**src/rtl/pipe_stage_sequencer.sv**
```systemverilog
// rtl/pipe_stage_sequencer.sv - pipeline enable/flush sequencer with debug halt/step and perf counters
module pipe_stage_sequencer #(
  parameter int CNT_W        = 32,
  parameter int MEM_TIMEOUT  = 255,
  parameter bit START_HALTED = 1'b0
) (
  input  logic             clk,
  input  logic             rstn,
  input  logic             hz_pc_en,
  input  logic             hz_if_id_en,
  input  logic             hz_id_ex_clr,
  input  logic             br_flush,
  input  logic             dm_req,
  input  logic             dm_ready,
  input  logic             dbg_halt,
  input  logic             dbg_step,
  input  logic             dbg_resume,
  input  logic             cnt_clr,
  output logic             pc_en,
  output logic             if_id_en,
  output logic             id_ex_en,
  output logic             ex_mem_en,
  output logic             mem_wb_en,
  output logic             if_id_clr,
  output logic             id_ex_clr,
  output logic             halted,
  output logic             mem_err,
  output logic [CNT_W-1:0] stall_cnt,
  output logic [CNT_W-1:0] memwait_cnt,
  output logic [CNT_W-1:0] flush_cnt
);

  localparam int WAIT_W = (MEM_TIMEOUT < 2) ? 1 : $clog2(MEM_TIMEOUT + 1);
  localparam logic [WAIT_W:0] TIMEOUT_V = (WAIT_W + 1)'(MEM_TIMEOUT);
  localparam logic [WAIT_W:0] WAIT_ONE  = (WAIT_W + 1)'(1);

  typedef enum logic [1:0] {S_RUN, S_MEM_WAIT, S_HALT, S_STEP} state_t;

  state_t            r_state;
  logic [WAIT_W-1:0] r_wait;
  logic              r_mem_err;
  logic [CNT_W-1:0]  r_stall_cnt;
  logic [CNT_W-1:0]  r_memwait_cnt;
  logic [CNT_W-1:0]  r_flush_cnt;

  logic              w_freeze;
  logic              w_hold;
  logic              w_adv;
  logic              w_flush;
  logic              w_stall_ev;
  logic [WAIT_W:0]   w_wait_nxt;
  logic              w_timeout;

  // HALT ignores the memory handshake; a RUN cycle that sees dbg_halt is already held.
  assign w_freeze   = dm_req & ~dm_ready & (r_state != S_HALT);
  assign w_hold     = (r_state == S_HALT) | ((r_state == S_RUN) & dbg_halt);
  assign w_adv      = ~w_freeze & ~w_hold;
  assign w_flush    = w_adv & br_flush;
  assign w_stall_ev = w_adv & ~br_flush & ~hz_pc_en;

  // The RUN cycle that first freezes counts as wait cycle one.
  assign w_wait_nxt = (r_state == S_MEM_WAIT) ? ({1'b0, r_wait} + WAIT_ONE) : WAIT_ONE;
  assign w_timeout  = (MEM_TIMEOUT != 0) && (w_wait_nxt >= TIMEOUT_V);

  assign pc_en     = w_adv & (br_flush | hz_pc_en);
  assign if_id_en  = w_adv & (br_flush | hz_if_id_en);
  assign id_ex_en  = w_adv;
  assign ex_mem_en = w_adv;
  assign mem_wb_en = w_adv;
  assign if_id_clr = w_flush;
  assign id_ex_clr = w_adv & (br_flush | hz_id_ex_clr);
  assign halted    = (r_state == S_HALT);
  assign mem_err   = r_mem_err;

  assign stall_cnt   = r_stall_cnt;
  assign memwait_cnt = r_memwait_cnt;
  assign flush_cnt   = r_flush_cnt;

  always_ff @(posedge clk or negedge rstn) begin
    if (!rstn) begin
      r_state   <= START_HALTED ? S_HALT : S_RUN;
      r_wait    <= '0;
      r_mem_err <= 1'b0;
    end else begin
      case (r_state)
        S_RUN, S_MEM_WAIT: begin
          if (w_freeze) begin
            if (w_timeout) begin
              r_mem_err <= 1'b1;
              r_state   <= S_HALT;
              r_wait    <= '0;
            end else begin
              r_state <= S_MEM_WAIT;
              r_wait  <= w_wait_nxt[WAIT_W-1:0];
            end
          end else begin
            r_wait  <= '0;
            r_state <= dbg_halt ? S_HALT : S_RUN;
          end
        end
        S_HALT: begin
          if (dbg_resume) begin
            r_state <= S_RUN;
          end else if (dbg_step) begin
            r_state <= S_STEP;
          end
        end
        S_STEP: begin
          if (!w_freeze) begin
            r_state <= S_HALT;
          end
        end
        default: r_state <= S_RUN;
      endcase
    end
  end

  function automatic logic [CNT_W-1:0] f_cnt_next(input logic [CNT_W-1:0] c,
                                                  input logic inc, input logic clr);
    if (clr) begin
      return '0;
    end else if (inc && (c != '1)) begin
      return c + CNT_W'(1);
    end
    return c;
  endfunction

  always_ff @(posedge clk or negedge rstn) begin
    if (!rstn) begin
      r_stall_cnt   <= '0;
      r_memwait_cnt <= '0;
      r_flush_cnt   <= '0;
    end else begin
      r_stall_cnt   <= f_cnt_next(r_stall_cnt, w_stall_ev, cnt_clr);
      r_memwait_cnt <= f_cnt_next(r_memwait_cnt, w_freeze, cnt_clr);
      r_flush_cnt   <= f_cnt_next(r_flush_cnt, w_flush, cnt_clr);
    end
  end

endmodule

```
**config.mk**
```make
export PLATFORM = sky130hd
export DESIGN_NAME = pipe_stage_sequencer
export DESIGN_NICKNAME = d
export VERILOG_FILES = /design/src/rtl/pipe_stage_sequencer.sv
export SDC_FILE = /design/constraint.sdc
export NUM_CORES = 1
export LEC_CHECK = 0
export CELL_PAD_IN_SITES_DETAIL_PLACEMENT = 0
export CELL_PAD_IN_SITES_GLOBAL_PLACEMENT = 1
export CORE_MARGIN = 4
export CORE_UTILIZATION = 35
export DETAILED_ROUTE_END_ITERATION = 10
export PLACE_DENSITY = 0.78
export SYNTH_ARGS = -nofsm -noshare
export SYNTH_HDL_FRONTEND = slang
export SYNTH_SLANG_ARGS = --single-unit
```
**constraint.sdc**
```tcl
create_clock -name clk -period 2.1 [get_ports clk]
set_input_delay 0.63 -clock clk [delete_from_list [all_inputs] [get_ports clk]]
set_output_delay 0.63 -clock clk [all_outputs]
set_load 0.02 [all_outputs]
```
==> impl_metrics.json <==
{
  "drive_gt1_share_pct": 17.68,
  "wl_per_cell_um": 15.71,
  "nets": 820,
  "finalMaxSlewViolations": 0,
  "cts_root_buf": "clkbuf_16",
  "final-hold-violation-count": 0,
  "ant_nets": 0,
  "fin_util_pct": 51.06,
  "final.setup.worst_slack_ps": 43.01,
  "critical_path.slowest_cell": "clkdlybuf4s50_1",
  "crit_chain": "clkdlybuf4s50_1",
  "hold_buffers": 0,
  "first_pass_iters": 5,
  "layout_min_cycle_time_ps": 2057,
  "syn_inst": 643,
  "syn_nets": 659,
  "max_stage_delay_ps": 640,
  "ys_warn_count": 0,
  "routabilityCongestion": 0.7998,
  "area_growth_pct": 41.18,
  "grt_pass1_vias": 5361,
  "dpl_cell_area_um2": 7610,
  "grt_pass1_wl_um": 26450,
  "yosysMostFrequentCell": "dfrtp_1",
  "path_max_fanout": 5,
  "p_per_area_nw_per_um2": 577.7,
  "start_util_pct": 36.16,
  "die_height_um": 137.0,
  "vias": 5386,
  "multi_input_area_um2": 3207,
  "cp_top_family": "buffers and inverters",
  "synth_area_leaders": "dfrtp_1 (46%), xor2_1 (7.1%), nor2_1 (6.6%)",
  "die-area_um2": 18780,
  "ys_dominant_reg_cell": "dfrtp_1",
  "fin_skew_ps": 9.632,
  "synth.avg_cell_area_um2": 9.064,
  "hpwl_um": 11310,
  "arrival_ps": 1430,
  "place_ws_ps": -822.6,
  "startpoint_type": "flip-flop",
  "layout.area.seq_um2": 2690,
  "critPathKind": "reg2out",
  "netlist_area_um2": 5828,
  "synth_seq_area_share_pct": 45.94,
  "num_rows": 46,
  "cp_num_buf_inv": 1,
  "power.leakage_uw": 0.003790,
  "synth_edf_count": 0,
  "setup-violations-final": 0,
  "post-route-period-util_pct": 97.95,
  "tightest_slew_ps": 517.0,
  "drc": 0,
  "status": "finished clean",
  "antenna_found_initial": 0,
  "rsz0062_at_grt": "true",
  "grt_max_degree": 97,
  "reg2reg_from": "r_wait[2]",
  "crit_required_ps": 1470,
  "die_w_um": 137.0,
  "cts_inserted_buffers": 9,
  "grt_usage_pct": 17.49,
  "hp-class": "in2async",
  "synthArstFlopShare_pct": 100.0,
  "cap_violations": 0,
  "endpoint_kind": "output pin",
  "maxSlewHeadroom_pct": 65.54,
  "num_antenna_cells": 0,
  "ys_ff_latch": 107,
  "cts_tree": "built",
  "portBuffers": 116,
  "insertion_delay_ps": 360,
  "grt_overflow": 0,
  "ios": 117,
  "routed_wl_um": 16110,
  "clockBufferDepth": 2,
  "ys_types": 53,
  "synth_top_cell_area_share_pct": 45.94,
  "irDropWorstVdd_v": 0.0003735,
  "final_cell_area_um2": 8228,
  "detail_route.vias_per_cell": 5.255,
  "power_uw": 4753,
  "yosysTopAreaCell": "dfrtp_1",
  "timing.fmax_mhz": 486.1,
  "fillers": 1484,
  "cts_sinks": 107,
  "synth_commonest_cells": "dfrtp_1 (107), nor2_1 (103), nand2_1 (57), nand3_1 (54), xor2_1 (47)",
  "drt_iter0_markers": 426,
  "ctsHtreeMaxLevel": 3,
  "clk_pin_slew_ps": 80,
  "fp.coreArea_um2": 16120,
  "crit_start": "memwait_cnt[15]"
}
cell type report:
class,count,area share [%]
Tap cell,216,3.285
Timing Repair Buffer,175,20.41
Clock inverter,7,1.490
Clock buffer,9,2.737
Inverter,9,0.4106
Multi-Input combinational cell,502,38.98
Sequential cell,107,32.69
placed cells by master, fill, tap and decap left out, drive strengths merged, types with 4 or more instances in the layout:
| master | instances |
|---|---|
| and3 | 28 |
| dlymetal6s2s | 22 |
| dfrtp | 107 |
| nand2 | 57 |
| and4 | 9 |
| xnor2 | 36 |
| o21ai | 17 |
| nand3 | 54 |
| and2 | 6 |
| nor2 | 103 |
| inv | 11 |
| xor2 | 47 |
| nand4 | 29 |
| a31oi | 4 |
| nor3 | 27 |
| buf | 69 |
| clkbuf | 9 |
| nand4b | 5 |
| nor4 | 13 |
| ha | 4 |
| clkdlybuf4s50 | 68 |
| or3 | 10 |
| nor2b | 4 |
| a21oi | 13 |
| dlygate4sd2 | 15 |
where the power goes:
part	internal, uW	switching, uW	leakage [uW]
clock	1170	802	0.000163
combinational	271	381	0.00215
sequential	2090	34.6	0.00147
total	3540	1220	0.00379
cell families after synthesis:
kind of cell	Yosys count	synth area share, %
AOI/OAI and AO/OA	51	5.603
and+or+nand+nor	361	32.25
xor gates and xnor gates	83	12.47
DFF	107	45.94
buffers and inverters	34	2.361
muxes	3	0.5153
adders and majority gates	4	0.8588
registers in the layout (all words and copies together), names as in the netlist:
signal,flops
flush_cnt,32
memwait_cnt,32
stall_cnt,32
r_wait,8
r_state,2
mem_err,1
per-layer routing:
metal | vias up | track usage, % | wire, um
li1 | 2589 | - | -
met1 | 2666 | 22.50 | 7081
met2 | 116 | 29.48 | 8101
met3 | 15 | 2.941 | 620
met4 | 0 | 6.596 | 302
met5 | - | 0 | 0
final timing paths:
path | end | slack, ps | cells after the start
min in group clk | mem_err | 490 | 1
hold / removal | flush_cnt[11] | 250 | 1
hold reg to reg | mem_err | 490 | 1
setup / recovery | memwait_cnt[15] | 40 | 1
max in group asynchronous | r_wait[0] | 1260 | 2
setup reg to reg | r_wait[7] | 110 | 6
worst register-to-register path, stage by stage (launching register included):
cell,delay (ps)
dfrtp_1,490
and3_1,320
mux2i_1,220
o211ai_1,170
a31oi_1,200
or4b_1,450
o21ai_0,80
metrics by stage:
stage | hold WS [ps] | TNS (ps) | cells
6_report | 249.3 | 0 | 1025
5_1_grt | 290.3 | -114.5 | 1025
4_1_cts | 263.4 | 0 | 1017
3_5_place_dp | 483.0 | -44110 | 1001
3_3_place_gp | 460.7 | -42030 | 1001
2_1_floorplan | 334.4 | 0 | 643
repair_timing:
action	CTS	global route
pin swaps	5	15
setup buffers	0	8
resized for setup	78	54
cloned	0	0
setup endpoints to repair	75	71
No activity file was read; power rests on OpenSTA's default activity.
